## config.mk

```make
export PLATFORM = sky130hd
export DESIGN_NAME = decode_stage_pipe_flat
export DESIGN_NICKNAME = d
export VERILOG_FILES = /design/src/rtl/decode_stage_pipe_if.sv /design/src/rtl/decode_stage_pipe.sv /design/src/flat_wrapper.sv
export SDC_FILE = /design/constraint.sdc
export NUM_CORES = 1
export LEC_CHECK = 0
export BUFFER_PORTS_ARGS = -buffer_cell sky130_fd_sc_hd__buf_2
export CELL_PAD_IN_SITES_DETAIL_PLACEMENT = 1
export CELL_PAD_IN_SITES_GLOBAL_PLACEMENT = 1
export CORE_MARGIN = 8
export CORE_UTILIZATION = 50
export CTS_BUF_LIST = sky130_fd_sc_hd__clkbuf_16
export DETAILED_ROUTE_END_ITERATION = 10
export PLACE_DENSITY = 0.82
export SYNTH_ARGS = -nofsm -noshare
export SYNTH_HDL_FRONTEND = slang
export SYNTH_SLANG_ARGS = --single-unit
```

## constraint.sdc

```tcl
create_clock -name clk -period 19.9 [get_ports clk]
set_input_delay 3.98 -clock clk [delete_from_list [all_inputs] [get_ports clk]]
set_output_delay 3.98 -clock clk [all_outputs]
set_load 0.005 [all_outputs]
```

## src/rtl/decode_stage_pipe_if.sv

```systemverilog
// rtl/decode_stage_pipe_if.sv - signal bundle between fetch/control/write-back and the decode stage
//
// Purpose: groups every non-clock, non-reset signal of decode_stage_pipe.
// Ports (slave = decode stage view):
//   inputs : if_valid, if_instr, if_pc, ctl_regDst, ctl_sign_extd, ctl_regWrite,
//            ctl_memRead, ctl_err, flush, ex_stall, wb_en, wb_reg, wb_data
//   outputs: stall_out, id_valid, id_instr, id_pc, id_rs_data, id_rt_data, id_imm,
//            id_wr_reg, id_reg_write, id_mem_read, id_err, stall_count
interface decode_stage_pipe_if #(
    parameter int DATA_W = 16,
    parameter int CNT_W  = 16
);
    logic              if_valid;
    logic [15:0]       if_instr;
    logic [DATA_W-1:0] if_pc;
    logic [1:0]        ctl_regDst;
    logic [1:0]        ctl_sign_extd;
    logic              ctl_regWrite;
    logic              ctl_memRead;
    logic              ctl_err;
    logic              flush;
    logic              ex_stall;
    logic              wb_en;
    logic [2:0]        wb_reg;
    logic [DATA_W-1:0] wb_data;

    logic              stall_out;
    logic              id_valid;
    logic [15:0]       id_instr;
    logic [DATA_W-1:0] id_pc;
    logic [DATA_W-1:0] id_rs_data;
    logic [DATA_W-1:0] id_rt_data;
    logic [DATA_W-1:0] id_imm;
    logic [2:0]        id_wr_reg;
    logic              id_reg_write;
    logic              id_mem_read;
    logic              id_err;
    logic [CNT_W-1:0]  stall_count;

    modport slave (
        input  if_valid, if_instr, if_pc, ctl_regDst, ctl_sign_extd, ctl_regWrite,
               ctl_memRead, ctl_err, flush, ex_stall, wb_en, wb_reg, wb_data,
        output stall_out, id_valid, id_instr, id_pc, id_rs_data, id_rt_data, id_imm,
               id_wr_reg, id_reg_write, id_mem_read, id_err, stall_count
    );

    modport master (
        output if_valid, if_instr, if_pc, ctl_regDst, ctl_sign_extd, ctl_regWrite,
               ctl_memRead, ctl_err, flush, ex_stall, wb_en, wb_reg, wb_data,
        input  stall_out, id_valid, id_instr, id_pc, id_rs_data, id_rt_data, id_imm,
               id_wr_reg, id_reg_write, id_mem_read, id_err, stall_count
    );
endinterface

```

## src/rtl/decode_stage_pipe.sv

```systemverilog
// rtl/decode_stage_pipe.sv - WISC decode stage: register file, immediate/dest forming, load-use hazard, ID/EX register
//
// Purpose: decodes the IF/ID instruction into the ID/EX pipeline register.
// Ports:
//   clk  - rising-edge clock
//   rst  - asynchronous active-high reset (register file, ID/EX and stall counter clear)
//   bus  - decode_stage_pipe_if.slave: IF/ID + control inputs, write-back port,
//          flush/ex_stall, ID/EX outputs, stall_out and stall_count
module decode_stage_pipe #(
    parameter int DATA_W    = 16,
    parameter int BYPASS_EN = 1,
    parameter int HAZARD_EN = 1,
    parameter int CNT_W     = 16
) (
    input  logic                  clk,
    input  logic                  rst,
    decode_stage_pipe_if.slave    bus
);

    logic [DATA_W-1:0] rf_q [8];
    logic [DATA_W-1:0] rf_d [8];

    logic              valid_q,     valid_d;
    logic [15:0]       instr_q,     instr_d;
    logic [DATA_W-1:0] pc_q,        pc_d;
    logic [DATA_W-1:0] rs_data_q,   rs_data_d;
    logic [DATA_W-1:0] rt_data_q,   rt_data_d;
    logic [DATA_W-1:0] imm_q,       imm_d;
    logic [2:0]        wr_reg_q,    wr_reg_d;
    logic              reg_write_q, reg_write_d;
    logic              mem_read_q,  mem_read_d;
    logic              err_q,       err_d;
    logic [CNT_W-1:0]  cnt_q,       cnt_d;

    logic [2:0]        rs_idx;
    logic [2:0]        rt_idx;
    logic [DATA_W-1:0] rs_rd;
    logic [DATA_W-1:0] rt_rd;
    logic [DATA_W-1:0] imm_dec;
    logic [2:0]        wr_dec;
    logic              hz;
    logic              stall;

    assign rs_idx = bus.if_instr[10:8];
    assign rt_idx = bus.if_instr[7:5];

    // Register file write: unconditional on wb_en, independent of stall/flush.
    always_comb begin
        for (int i = 0; i < 8; i++) begin
            rf_d[i] = rf_q[i];
        end
        if (bus.wb_en) begin
            rf_d[bus.wb_reg] = bus.wb_data;
        end
    end

    // Read ports, with optional forwarding of the write-back happening this cycle.
    always_comb begin
        rs_rd = rf_q[rs_idx];
        rt_rd = rf_q[rt_idx];
        if (BYPASS_EN != 0 && bus.wb_en && bus.wb_reg == rs_idx) begin
            rs_rd = bus.wb_data;
        end
        if (BYPASS_EN != 0 && bus.wb_en && bus.wb_reg == rt_idx) begin
            rt_rd = bus.wb_data;
        end
    end

    always_comb begin
        imm_dec = '0;
        case (bus.ctl_sign_extd)
            2'b00:   imm_dec = {{(DATA_W-5){bus.if_instr[4]}},  bus.if_instr[4:0]};
            2'b01:   imm_dec = {{(DATA_W-8){bus.if_instr[7]}},  bus.if_instr[7:0]};
            2'b10:   imm_dec = {{(DATA_W-5){1'b0}},             bus.if_instr[4:0]};
            default: imm_dec = {{(DATA_W-11){bus.if_instr[10]}}, bus.if_instr[10:0]};
        endcase
    end

    always_comb begin
        wr_dec = 3'd0;
        case (bus.ctl_regDst)
            2'b00:   wr_dec = bus.if_instr[10:8];
            2'b01:   wr_dec = bus.if_instr[4:2];
            2'b10:   wr_dec = 3'b111;
            default: wr_dec = bus.if_instr[7:5];
        endcase
    end

    // Both source fields are compared even when the instruction does not read
    // them; an occasional spurious bubble is cheaper than per-opcode decode here.
    assign hz = (HAZARD_EN != 0) & bus.if_valid & valid_q & mem_read_q & reg_write_q &
                ((wr_reg_q == rs_idx) | (wr_reg_q == rt_idx));

    // Flush wins so fetch can redirect even while execute is stalled.
    assign stall = ~bus.flush & (bus.ex_stall | hz);

    always_comb begin
        valid_d     = valid_q;
        instr_d     = instr_q;
        pc_d        = pc_q;
        rs_data_d   = rs_data_q;
        rt_data_d   = rt_data_q;
        imm_d       = imm_q;
        wr_reg_d    = wr_reg_q;
        reg_write_d = reg_write_q;
        mem_read_d  = mem_read_q;
        err_d       = err_q;
        cnt_d       = cnt_q;

        if (bus.flush || (!bus.ex_stall && hz)) begin
            valid_d     = 1'b0;
            reg_write_d = 1'b0;
            mem_read_d  = 1'b0;
            err_d       = 1'b0;
        end else if (!bus.ex_stall) begin
            valid_d     = bus.if_valid;
            instr_d     = bus.if_instr;
            pc_d        = bus.if_pc;
            rs_data_d   = rs_rd;
            rt_data_d   = rt_rd;
            imm_d       = imm_dec;
            wr_reg_d    = wr_dec;
            reg_write_d = bus.ctl_regWrite & bus.if_valid;
            mem_read_d  = bus.ctl_memRead  & bus.if_valid;
            err_d       = bus.ctl_err      & bus.if_valid;
        end

        if (stall && cnt_q != {CNT_W{1'b1}}) begin
            cnt_d = cnt_q + 1'b1;
        end
    end

    always_ff @(posedge clk or posedge rst) begin
        if (rst) begin
            for (int i = 0; i < 8; i++) begin
                rf_q[i] <= '0;
            end
            valid_q     <= 1'b0;
            instr_q     <= '0;
            pc_q        <= '0;
            rs_data_q   <= '0;
            rt_data_q   <= '0;
            imm_q       <= '0;
            wr_reg_q    <= '0;
            reg_write_q <= 1'b0;
            mem_read_q  <= 1'b0;
            err_q       <= 1'b0;
            cnt_q       <= '0;
        end else begin
            for (int i = 0; i < 8; i++) begin
                rf_q[i] <= rf_d[i];
            end
            valid_q     <= valid_d;
            instr_q     <= instr_d;
            pc_q        <= pc_d;
            rs_data_q   <= rs_data_d;
            rt_data_q   <= rt_data_d;
            imm_q       <= imm_d;
            wr_reg_q    <= wr_reg_d;
            reg_write_q <= reg_write_d;
            mem_read_q  <= mem_read_d;
            err_q       <= err_d;
            cnt_q       <= cnt_d;
        end
    end

    assign bus.stall_out    = stall;
    assign bus.id_valid     = valid_q;
    assign bus.id_instr     = instr_q;
    assign bus.id_pc        = pc_q;
    assign bus.id_rs_data   = rs_data_q;
    assign bus.id_rt_data   = rt_data_q;
    assign bus.id_imm       = imm_q;
    assign bus.id_wr_reg    = wr_reg_q;
    assign bus.id_reg_write = reg_write_q;
    assign bus.id_mem_read  = mem_read_q;
    assign bus.id_err       = err_q;
    assign bus.stall_count  = cnt_q;

endmodule

```

## src/flat_wrapper.sv

```systemverilog
// flat-port wrapper written by rule: the top's interface ports become plain ports
module decode_stage_pipe_flat 
#(
    parameter int DATA_W    = 16,
    parameter int BYPASS_EN = 1,
    parameter int HAZARD_EN = 1,
    parameter int CNT_W     = 16
)
  (clk, rst, bus_if_valid, bus_if_instr, bus_if_pc, bus_ctl_regDst, bus_ctl_sign_extd, bus_ctl_regWrite, bus_ctl_memRead, bus_ctl_err, bus_flush, bus_ex_stall, bus_wb_en, bus_wb_reg, bus_wb_data, bus_stall_out, bus_id_valid, bus_id_instr, bus_id_pc, bus_id_rs_data, bus_id_rt_data, bus_id_imm, bus_id_wr_reg, bus_id_reg_write, bus_id_mem_read, bus_id_err, bus_stall_count);
  decode_stage_pipe_if #(.DATA_W(DATA_W), .CNT_W(CNT_W)) bus_i ();
  input  logic clk;
  input  logic rst;
  input wire logic [$bits(bus_i.if_valid)-1:0] bus_if_valid;
  input wire logic [$bits(bus_i.if_instr)-1:0] bus_if_instr;
  input wire logic [$bits(bus_i.if_pc)-1:0] bus_if_pc;
  input wire logic [$bits(bus_i.ctl_regDst)-1:0] bus_ctl_regDst;
  input wire logic [$bits(bus_i.ctl_sign_extd)-1:0] bus_ctl_sign_extd;
  input wire logic [$bits(bus_i.ctl_regWrite)-1:0] bus_ctl_regWrite;
  input wire logic [$bits(bus_i.ctl_memRead)-1:0] bus_ctl_memRead;
  input wire logic [$bits(bus_i.ctl_err)-1:0] bus_ctl_err;
  input wire logic [$bits(bus_i.flush)-1:0] bus_flush;
  input wire logic [$bits(bus_i.ex_stall)-1:0] bus_ex_stall;
  input wire logic [$bits(bus_i.wb_en)-1:0] bus_wb_en;
  input wire logic [$bits(bus_i.wb_reg)-1:0] bus_wb_reg;
  input wire logic [$bits(bus_i.wb_data)-1:0] bus_wb_data;
  output wire logic [$bits(bus_i.stall_out)-1:0] bus_stall_out;
  output wire logic [$bits(bus_i.id_valid)-1:0] bus_id_valid;
  output wire logic [$bits(bus_i.id_instr)-1:0] bus_id_instr;
  output wire logic [$bits(bus_i.id_pc)-1:0] bus_id_pc;
  output wire logic [$bits(bus_i.id_rs_data)-1:0] bus_id_rs_data;
  output wire logic [$bits(bus_i.id_rt_data)-1:0] bus_id_rt_data;
  output wire logic [$bits(bus_i.id_imm)-1:0] bus_id_imm;
  output wire logic [$bits(bus_i.id_wr_reg)-1:0] bus_id_wr_reg;
  output wire logic [$bits(bus_i.id_reg_write)-1:0] bus_id_reg_write;
  output wire logic [$bits(bus_i.id_mem_read)-1:0] bus_id_mem_read;
  output wire logic [$bits(bus_i.id_err)-1:0] bus_id_err;
  output wire logic [$bits(bus_i.stall_count)-1:0] bus_stall_count;
  assign bus_i.if_valid = bus_if_valid;
  assign bus_i.if_instr = bus_if_instr;
  assign bus_i.if_pc = bus_if_pc;
  assign bus_i.ctl_regDst = bus_ctl_regDst;
  assign bus_i.ctl_sign_extd = bus_ctl_sign_extd;
  assign bus_i.ctl_regWrite = bus_ctl_regWrite;
  assign bus_i.ctl_memRead = bus_ctl_memRead;
  assign bus_i.ctl_err = bus_ctl_err;
  assign bus_i.flush = bus_flush;
  assign bus_i.ex_stall = bus_ex_stall;
  assign bus_i.wb_en = bus_wb_en;
  assign bus_i.wb_reg = bus_wb_reg;
  assign bus_i.wb_data = bus_wb_data;
  assign bus_stall_out = bus_i.stall_out;
  assign bus_id_valid = bus_i.id_valid;
  assign bus_id_instr = bus_i.id_instr;
  assign bus_id_pc = bus_i.id_pc;
  assign bus_id_rs_data = bus_i.id_rs_data;
  assign bus_id_rt_data = bus_i.id_rt_data;
  assign bus_id_imm = bus_i.id_imm;
  assign bus_id_wr_reg = bus_i.id_wr_reg;
  assign bus_id_reg_write = bus_i.id_reg_write;
  assign bus_id_mem_read = bus_i.id_mem_read;
  assign bus_id_err = bus_i.id_err;
  assign bus_stall_count = bus_i.stall_count;
  decode_stage_pipe #(.DATA_W(DATA_W), .BYPASS_EN(BYPASS_EN), .HAZARD_EN(HAZARD_EN), .CNT_W(CNT_W)) u_core (.clk(clk), .rst(rst), .bus(bus_i));
endmodule
```

==> impl_metrics.tcl, run 1 <==
set metrics [dict create \
    initial_utilization_pct 50.70 \
    hpwl_um 19110 \
    synth_top_area_share_pct 50.14 \
    vias_per_cell 6.022 \
    layout.nets 1016 \
    switching_power_uw 388.4 \
    synth_area_per_cell_um2 13.45 \
    setup_viol_count_final 0 \
    crit_fanout 38 \
    clock_sinks 221 \
    post-route-period-util_pct 50.28 \
    synthTopCellsByArea "dfrtp_1 50%, mux2_2 15%, mux4_2 13%" \
    design.core.area_mm2 0.02176 \
    async_flop_share_pct 100.0 \
    cp-end-kind "output pin" \
    stdcell_count 1246 \
    first_pass_iters 4 \
    cts_hold_buf 0 \
    leakage_nw 5.695 \
    track_usage_pct 22.91 \
    fp.dieW_um 164.5 \
    antenna_left 0 \
    synth_seq_cells 221 \
    clockPowerShare_pct 33.1 \
    area_growth_pct 15.28 \
    synth_top_cell_by_area "dfrtp_1" \
    io_buffers 167 \
    clk_latency_ps 520 \
    ys_seq_area_share_pct 50.14 \
    max_slew_margin_pct 23.96 \
    io_pins 168 \
    grt_pass1_vias 8386 \
    layout_commonest_cell "dfrtp_1" \
    tns_ps 0 \
    grt_max_degree 92 \
    die_area_mm2 0.02707 \
    fill_cells 2176 \
    synth-edff-count 0 \
    drive_above_1_share_pct 45.76 \
    largest_reg_flops 128 \
    post_cts_resized 0 \
    fin_hold_ws_ps 471.7 \
    drv_cap 0 \
    syn_inst 820 \
    peakVddDrop_v 0.00005813 \
    fmax_ghz 0.09994 \
    combPwrFrac_pct 21.6 \
    yosysWarnings 0 \
    rows 54 \
    antenna_cells 0 \
    drc_errors 0 \
    antenna_found_initial 1 \
    final_max_slew_viol_count 0 \
    status "finished, final reports clean" \
    cp.required_ps 15920 \
    clock-root-buffer "clkbuf_16" \
    postCtsSetupBuffers 0 \
    wl_um 30520 \
    p_int_uw 972.5 \
    min_path_type "register to register" \
    synth_cell_types 42 \
    finish.utilization_pct 58.45 \
    clk_pin_slew_ps 60 \
    seqPwrFrac_pct 45.3 \
    worstSetupStartpointType "primary input" \
    top_register "u_core.rf_q" \
    gp_congestion 0.8500 \
    p_sw_share_pct 28.54 \
    dp_cells 1204 \
    wl_per_cell_um 24.50 \
    grt-ovfl-total 0 \
    cts_tree "yes" \
    arrival_ps 6030 \
    ys_dominant_reg_cell "dfrtp_1" \
    cts-htree-levels 1 \
    dr.first_iter.drc_count 466 \
    syn-num-nets 885 \
    num_vias 7503 \
    finalHoldViolCount 0 \
    tightest_slew_ps 1139 \
    grt_pass1_wl_um 48470 \
    path_class "primary input to output pin" \
    skew_ps 10.50 \
    rsz0062_at_grt "false" \
    cellPowerDensity_mw_per_mm2 107.0 \
    die_y_um 164.5 \
    min_period_ps 10010 \
    cts_buffers 25 \
    cts.path.max_buffers 3 \
    most-common-layout-cells "221 x dfrtp_1, 167 x buf_2, 146 x mux2_2, 87 x nand2_1, 73 x o21ai_0" \
    syn_area_mm2 0.01103 \
]
cells in the mapped netlist (2+ instances only):
master,count
nor2b_1,2
a21oi_1,5
nand4b_1,3
xor2_1,6
nand4_1,12
o22ai_1,3
a32oi_1,3
xnor2_1,20
nand3_1,5
nor4_2,2
buf_4,21
mux4_2,64
nand2_1,87
mux2_1,18
and3_1,3
buf_2,17
mux2i_1,32
o21ai_0,73
nor2_1,7
mux2_2,146
nand2b_1,2
dfrtp_1,221
nor3_2,3
nor3_1,3
inv_1,2
nor3b_2,2
a31oi_1,5
clkbuf_1,36
buf_6,4
path summary, 6_finish.rpt:
kind | from | endpoint | slack, ps | cells past startpoint
max in group asynchronous | rst | u_core.rf_q[57] | 14940 | 3
worst max register to register | u_core.bus.id_wr_reg[2] | u_core.bus.id_instr[6] | 17230 | 5
min in group asynchronous | rst | u_core.bus.id_pc[7] | 3570 | 2
worst min register to register | u_core.bus.id_rt_data[14] | u_core.bus.id_rt_data[14] | 470 | 2
worst max-delay path | bus_if_instr[7] | bus_stall_out | 9890 | 7
worst min-delay path | u_core.bus.id_rt_data[14] | u_core.bus.id_rt_data[14] | 470 | 2
per-stage QoR:
stage                     instance area, um^2  setup slack, ps  power, mW
after floorplan                         11030             9871     0.8042
after global placement                  11930            10000     0.8900
final                                   12720             9894      1.361
after global routing                    12720             9698      1.429
after CTS                               12720             9856      1.374
after detailed placement                11930             9909     0.9135
critical path, cell delays in order:
cell     delay, ps
buf_2           90
buf_4          590
xnor2_1        210
a41oi_2        350
and2_1         510
nor2_1         120
buf_2          160
logic make-up (layout without fill, tap and decap cells):
kind of cell | after synthesis | count (layout) | share of synthesized area (%)
mux | 260 | 260 | 32.71
flops | 221 | 221 | 50.14
simple gates | 141 | 141 | 6.658
compound gates | 90 | 90 | 4.378
buf+inv | 81 | 227 | 3.936
xor+xnor | 26 | 26 | 2.064
fa+ha+maj | 1 | 1 | 0.1134
power by group through the flow:
stage / sequential [mW] / clock, mW / combinational (mW)
4_1_cts: 0.615 / 0.459 / 0.300
5_1_grt: 0.628 / 0.477 / 0.324
6_report: 0.616 / 0.450 / 0.294
2_1_floorplan: 0.602 / 0 / 0.202
3_3_place_gp: 0.609 / 0 / 0.280
3_5_place_dp: 0.620 / 0 / 0.294
layer usage:
metal / up-vias / routed length (um) / global-route usage (%)
li1: 3268 / - / -
met1: 3896 / 12510 / 29.18
met2: 264 / 15140 / 38.75
met3: 73 / 2052 / 4.013
met4: 2 / 811 / 8.272
met5: - / 13 / 0
area by class of cell:
| cell class | count | area (um^2) | area share [%] |
|---|---|---|---|
| inverters | 2 | 15.01 | 0.1181 |
| flip-flops and latches | 221 | 5530 | 43.49 |
| well taps | 280 | 350.3 | 2.755 |
| clock inverters | 17 | 158.9 | 1.250 |
| clock buffers | 25 | 625.6 | 4.920 |
| repair buffers | 183 | 955.9 | 7.517 |
| multi-input cells | 518 | 5080 | 39.95 |
Note: power is estimated with default switching activity, not from simulation.
==> run 2: changes to the inputs <==
- ABC_AREA: unset -> 1
- CORE_UTILIZATION: 50 -> 42
- PLACE_DENSITY: 0.82 -> 0.78
- clock period: 19.9 -> 10.2 ns (I/O delays scaled with it)
==> run 2 against run 1 <==
- clock-buffer cell count up 2
- final cell count increased by 63%
- critical path depth grew 2
- global-route usage rose by 0.97 points
- die area grew 21%
- critical path type unchanged
- critical endpoint unchanged
==> impl_metrics.tcl, run 2 <==
set metrics [dict create \
    vias_per_cell 5.459 \
    min_period_ps 6016 \
    layout_commonest_cell "nand2_1" \
    initial_utilization_pct 42.56 \
    p_total_mw 2.503 \
    arrival_ps 3980 \
    antenna_left 0 \
    finalHoldViolCount 0 \
    clk_pin_slew_ps 60 \
    tns_ps 0 \
    clk_latency_ps 540 \
    drive_above_1_share_pct 13.96 \
    p_sw_share_pct 31.66 \
    tightest_slew_ps 1213 \
    die_area_mm2 0.03269 \
    critPathLaunch "bus_if_instr[5]" \
    peakVddDrop_v 0.0001211 \
    hpwl_um 24520 \
    cts_tree "yes" \
    wl_um 38960 \
    path_class "primary input to output pin" \
    grt_pass1_vias 11780 \
    wl_met2_um 18410 \
    r2r-end "u_core.bus.id_rs_data[11]" \
    track_usage_pct 23.88 \
    syn_area_mm2 0.01141 \
    final_max_slew_viol_count 0 \
    async_flop_share_pct 100.0 \
    max_slew_margin_pct 18.96 \
    cts-htree-levels 1 \
    grt-ovfl-total 0 \
    skew_ps 11.92 \
    leakage_nw 6.801 \
    grt_max_degree 122 \
    synth_cell_types 30 \
    worstSetupStartpointType "primary input" \
    cts.path.max_buffers 3 \
    syn-num-nets 1632 \
    reg2reg_depth 10 \
    route.met3.wl_um 1840 \
    setup_viol_count_final 0 \
    fmax_ghz 0.1662 \
    clock_sinks 221 \
    ys_seq_area_share_pct 48.49 \
    crit_path_end "bus_stall_out" \
    cellPowerDensity_mw_per_mm2 191.9 \
    io_buffers 167 \
    drv_cap 0 \
    die_y_um 180.8 \
    syn_inst 1567 \
    combPwrFrac_pct 19.4 \
    cts_buffers 26 \
    drc_errors 0 \
    min_path_type "register to register" \
    top_register "u_core.rf_q" \
    wl_per_cell_um 19.16 \
    dr.first_iter.drc_count 861 \
    switching_power_uw 792.7 \
    design.core.area_mm2 0.02680 \
    status "finished, final reports clean" \
    ys_dominant_reg_cell "dfrtp_1" \
    synth_top_cell_by_area "dfrtp_1" \
    rsz0062_at_grt "false" \
    cp.required_ps 8160 \
    wl_met1_um 17260 \
    synthTopCellsByArea "dfrtp_1 48%, nand2_1 23%, nand3_1 9.3%" \
    p_int_mw 1.711 \
    rows 60 \
    synth_seq_cells 221 \
    clock-root-buffer "clkbuf_16" \
    most-common-layout-cells "707 x nand2_1, 221 x dfrtp_1, 212 x nand3_1, 167 x buf_2, 154 x o21ai_0" \
    ys_top_cells_by_count "707 x nand2_1, 221 x dfrtp_1, 212 x nand3_1" \
    io_pins 168 \
    postCtsSetupBuffers 0 \
    synth-edff-count 0 \
    post-route-period-util_pct 58.98 \
    num_vias 11100 \
    crit_fanout 67 \
    cts_hold_buf 0 \
    fp.dieW_um 180.8 \
    yosysWarnings 0 \
    antenna_found_initial 1 \
    routed.top_layer "met4" \
    synth_area_per_cell_um2 7.279 \
    r2r-start "u_core.bus.id_wr_reg[0]" \
    gp_congestion 0.8082 \
    post_cts_resized 0 \
    clockPowerShare_pct 34.8 \
    seqPwrFrac_pct 45.9 \
    grt_pass1_wl_um 64060 \
    largest_reg_flops 128 \
    yosysMostFrequentCell "nand2_1" \
    r2r_slack_ps 6930 \
    synth_top_area_share_pct 48.49 \
    area_growth_pct 14.36 \
    first_pass_iters 5 \
    layout.nets 1738 \
    cp-end-kind "output pin" \
]
-- run 2: power by group through the flow --
stage / sequential [mW] / clock (mW) / combinational (mW)
2_1_floorplan: 1.13 / 0 / 0.315
3_3_place_gp: 1.15 / 0 / 0.470
3_5_place_dp: 1.16 / 0 / 0.490
4_1_cts: 1.15 / 0.888 / 0.495
5_1_grt: 1.17 / 0.922 / 0.562
6_report: 1.15 / 0.870 / 0.485
-- run 2: stage by stage --
| stage | worst slack [ps] | hold WS, ps | cells | instance area (um^2) | utilization [%] |
|---|---|---|---|---|---|
| floorplan | 2111 | 453.0 | 1567 | 11410 | - |
| global placement | 4310 | 457.1 | 1986 | 12260 | 45.73 |
| detailed placement | 4241 | 459.8 | 1986 | 12260 | 45.73 |
| CTS | 4204 | 476.1 | 2032 | 13040 | 48.66 |
| global route | 4049 | 502.6 | 2033 | 13040 | 48.67 |
| finish | 4184 | 473.8 | 2033 | 13040 | 48.67 |
-- run 2: logic make-up (layout without fill, tap and decap cells) --
kind of cell	Yosys count	after routing	synth area share, %
compound gates	206	206	9.237
xor+xnor	10	10	0.7678
fa+ha+maj	1	1	0.1097
buf+inv	164	288	6.922
flops	221	221	48.49
other cells	0	1	0
simple gates	965	965	34.48
-- run 2: worst min-delay path by stage --
stage / from / endpoint / slack (ps) / cells past startpoint
3_3_place_gp: u_core.bus.id_pc[10] / u_core.bus.id_pc[10] / 460 / 2
6_report: u_core.bus.id_rt_data[5] / u_core.bus.id_rt_data[5] / 470 / 2
5_1_grt: u_core.bus.id_rs_data[9] / u_core.bus.id_rs_data[9] / 500 / 2
4_1_cts: u_core.bus.id_rt_data[5] / u_core.bus.id_rt_data[5] / 480 / 2
2_1_floorplan: u_core.rf_q[112] / u_core.rf_q[112] / 450 / 2
3_5_place_dp: u_core.bus.id_rt_data[5] / u_core.bus.id_rt_data[5] / 460 / 2
-- run 2: layer usage --
metal	vias up	track usage, %
met1	5489	30.61
met3	76	3.290
met5	-	0
li1	5244	-
met2	289	40.47
met4	0	8.995
-- run 2: critical path, cell delays in order --
cell and delay [ps]:
buf_2 90, buf_4 640, nand2_1 140, nand2_1 110, nand3_1 80, nand2_1 130
nand3_1 100, nand2_2 400, buf_2 220
-- run 2: layout make-up --
type                       instances  area (um^2)
antenna                            1        2.502
clock buffer                      27        675.6
clock inverter                    19        108.9
fill                            3441        13760
inverter                          55        214.0
multi-input combinational       1182         5100
sequential                       221         5530
tap                              341        426.7
timing repair buffer             187        985.9
==> run 3: changes to the inputs <==
- clock period: 10.2 -> 6.3 ns (I/O delays scaled with it)
==> run 3 against run 2 <==
- non-clock buffer count grew 5
- register-to-register slack lost 3000 ps
- hold slack improved by 1.5 ps
- largest cell class unchanged
- highest routed layer unchanged
- sequential power grew 62%
- final cell count is the same
- clock power is 56% higher
- die area unchanged
- via count grew 0.69%
- flip-flop and latch count stayed put
- worst setup slack got worse by 2000 ps
==> impl_metrics.tcl, run 3 (synthesis results as in run 2) <==
set metrics [dict create \
    first_pass_iters 5 \
    seqPwrFrac_pct 46.4 \
    p_int_mw 2.725 \
    post-route-period-util_pct 65.86 \
    cts_hold_buf 0 \
    vias_per_cell 5.497 \
    min_path_type "register to register" \
    worstHoldPathCells 2 \
    min-delay-start "u_core.bus.id_pc[8]" \
    finalHoldViolCount 0 \
    layout_commonest_cell "nand2_1" \
    drv_cap 0 \
    io_buffers 167 \
    min_period_ps 4149 \
    fill_cells 3486 \
    clock_sinks 221 \
    drive_above_1_share_pct 14.01 \
    clk_pin_slew_ps 50 \
    place_area_mm2 0.01229 \
    dr.first_iter.drc_count 813 \
    cp-end-kind "output pin" \
    combPwrFrac_pct 19.6 \
    design.core.area_mm2 0.02680 \
    r2r-end "u_core.bus.id_rt_data[14]" \
    setup_viol_count_final 0 \
    wl_per_cell_um 19.71 \
    clock-root-buffer "clkbuf_16" \
    cellPowerDensity_mw_per_mm2 307.5 \
    fmax_ghz 0.2410 \
    p_sw_share_pct 31.99 \
    largest_reg_flops 128 \
    cts-htree-levels 1 \
    drc_errors 0 \
    final_max_slew_viol_count 0 \
    crit_fanout 25 \
    antenna_left 0 \
    status "finished, final reports clean" \
    wl_um 40080 \
    reg2reg_depth 10 \
    whs_endpoint "u_core.bus.id_pc[8]" \
    cts_tree "yes" \
    most-common-layout-cells "707 x nand2_1, 221 x dfrtp_1, 212 x nand3_1, 167 x buf_2, 154 x o21ai_0" \
    clockPowerShare_pct 34.0 \
    antenna_found_initial 0 \
    finish.utilization_pct 48.62 \
    post_cts_resized 0 \
    area_growth_pct 14.24 \
    peakVddDrop_v 0.0002014 \
    r2r_slack_ps 3910 \
    hpwl_um 25440 \
    switching_power_mw 1.282 \
    die_area_mm2 0.03269 \
    skew_ps 20.10 \
    tns_ps 0 \
    gp_congestion 0.8016 \
    leakage_nw 6.785 \
    top_register "u_core.rf_q" \
    track_usage_pct 24.39 \
    grt-ovfl-total 0 \
    num_vias 11180 \
    worstSetupStartpointType "primary input" \
    r2r-start "u_core.bus.id_wr_reg[0]" \
    postCtsSetupBuffers 0 \
    cp.required_ps 5040 \
    clk_latency_ps 540 \
    cts_buffers 26 \
    grt_pass1_vias 11630 \
    post-place-ws_ps 2230 \
    antenna_cells 0 \
    initial_utilization_pct 42.56 \
    grt_max_degree 93 \
    tightest_slew_ps 1214 \
    fp.dieW_um 180.8 \
    max_slew_margin_pct 18.84 \
    grt_pass1_wl_um 64700 \
    post-route-worst-setup-slack_ps 2151 \
    layout.nets 1743 \
    arrival_ps 2890 \
    rsz0062_at_grt "false" \
    io_pins 168 \
    path_class "primary input to output pin" \
    die_y_um 180.8 \
    cts.path.max_buffers 3 \
    rows 60 \
    final_cell_area_mm2 0.01303 \
]
run 3: power by group through the flow:
stage,Combinational (mW),Sequential (mW),Clock (mW)
6_report,0.786,1.86,1.36
3_5_place_dp,0.795,1.88,0
4_1_cts,0.802,1.86,1.39
5_1_grt,0.909,1.89,1.44
2_1_floorplan,0.511,1.84,0
3_3_place_gp,0.763,1.87,0
run 3: area by class of cell:
cell class	count	area, um^2	share of cell area (%)
sequential	221	5530	42.44
timing repair buffer	192	1023	7.855
multi-input combinational	1182	5100	39.14
clock buffer	27	675.6	5.185
inverter	55	210.2	1.613
tap	341	426.7	3.274
clock inverter	15	63.81	0.4897
run 3: worst max-delay path, stage by stage:
cell and delay (ps):
buf_2 180, inv_2 290, nand2_1 90, nand2_1 70, nand3_1 80, nand2_1 180, nand3_1 110, nand2_2 390
buf_2 210
run 3: worst max path at each step:
stage / cells past startpoint / endpoint / slack (ps) / from
after floorplan: 1 / u_core.bus.id_err / 2160 / rst
after detailed placement: 9 / bus_stall_out / 2230 / bus_if_instr[8]
after global placement: 9 / bus_stall_out / 2250 / bus_if_instr[8]
final: 9 / bus_stall_out / 2150 / bus_if_instr[8]
after CTS: 9 / bus_stall_out / 2180 / bus_if_instr[8]
after global routing: 9 / bus_stall_out / 2090 / bus_if_instr[8]
run 3: metrics by stage:
step | instances | hold WS [ps] | power (mW)
floorplan | 1567 | 453.0 | 2.347
global placement | 1991 | 457.0 | 2.629
detailed placement | 1991 | 463.1 | 2.671
CTS | 2033 | 478.5 | 4.046
global route | 2033 | 503.5 | 4.238
finish | 2033 | 475.2 | 4.007
run 3: metal layers:
layer / wire [um] / part of all wire, % / vias to the layer above / GRT usage [%]
met5: 0 / 0 / - / 0
li1: - / - / 5240 / -
met3: 1819 / 4.5 / 76 / 3.310
met1: 17340 / 43 / 5552 / 31.14
met4: 1397 / 3.5 / 0 / 8.730
met2: 19520 / 49 / 307 / 41.76
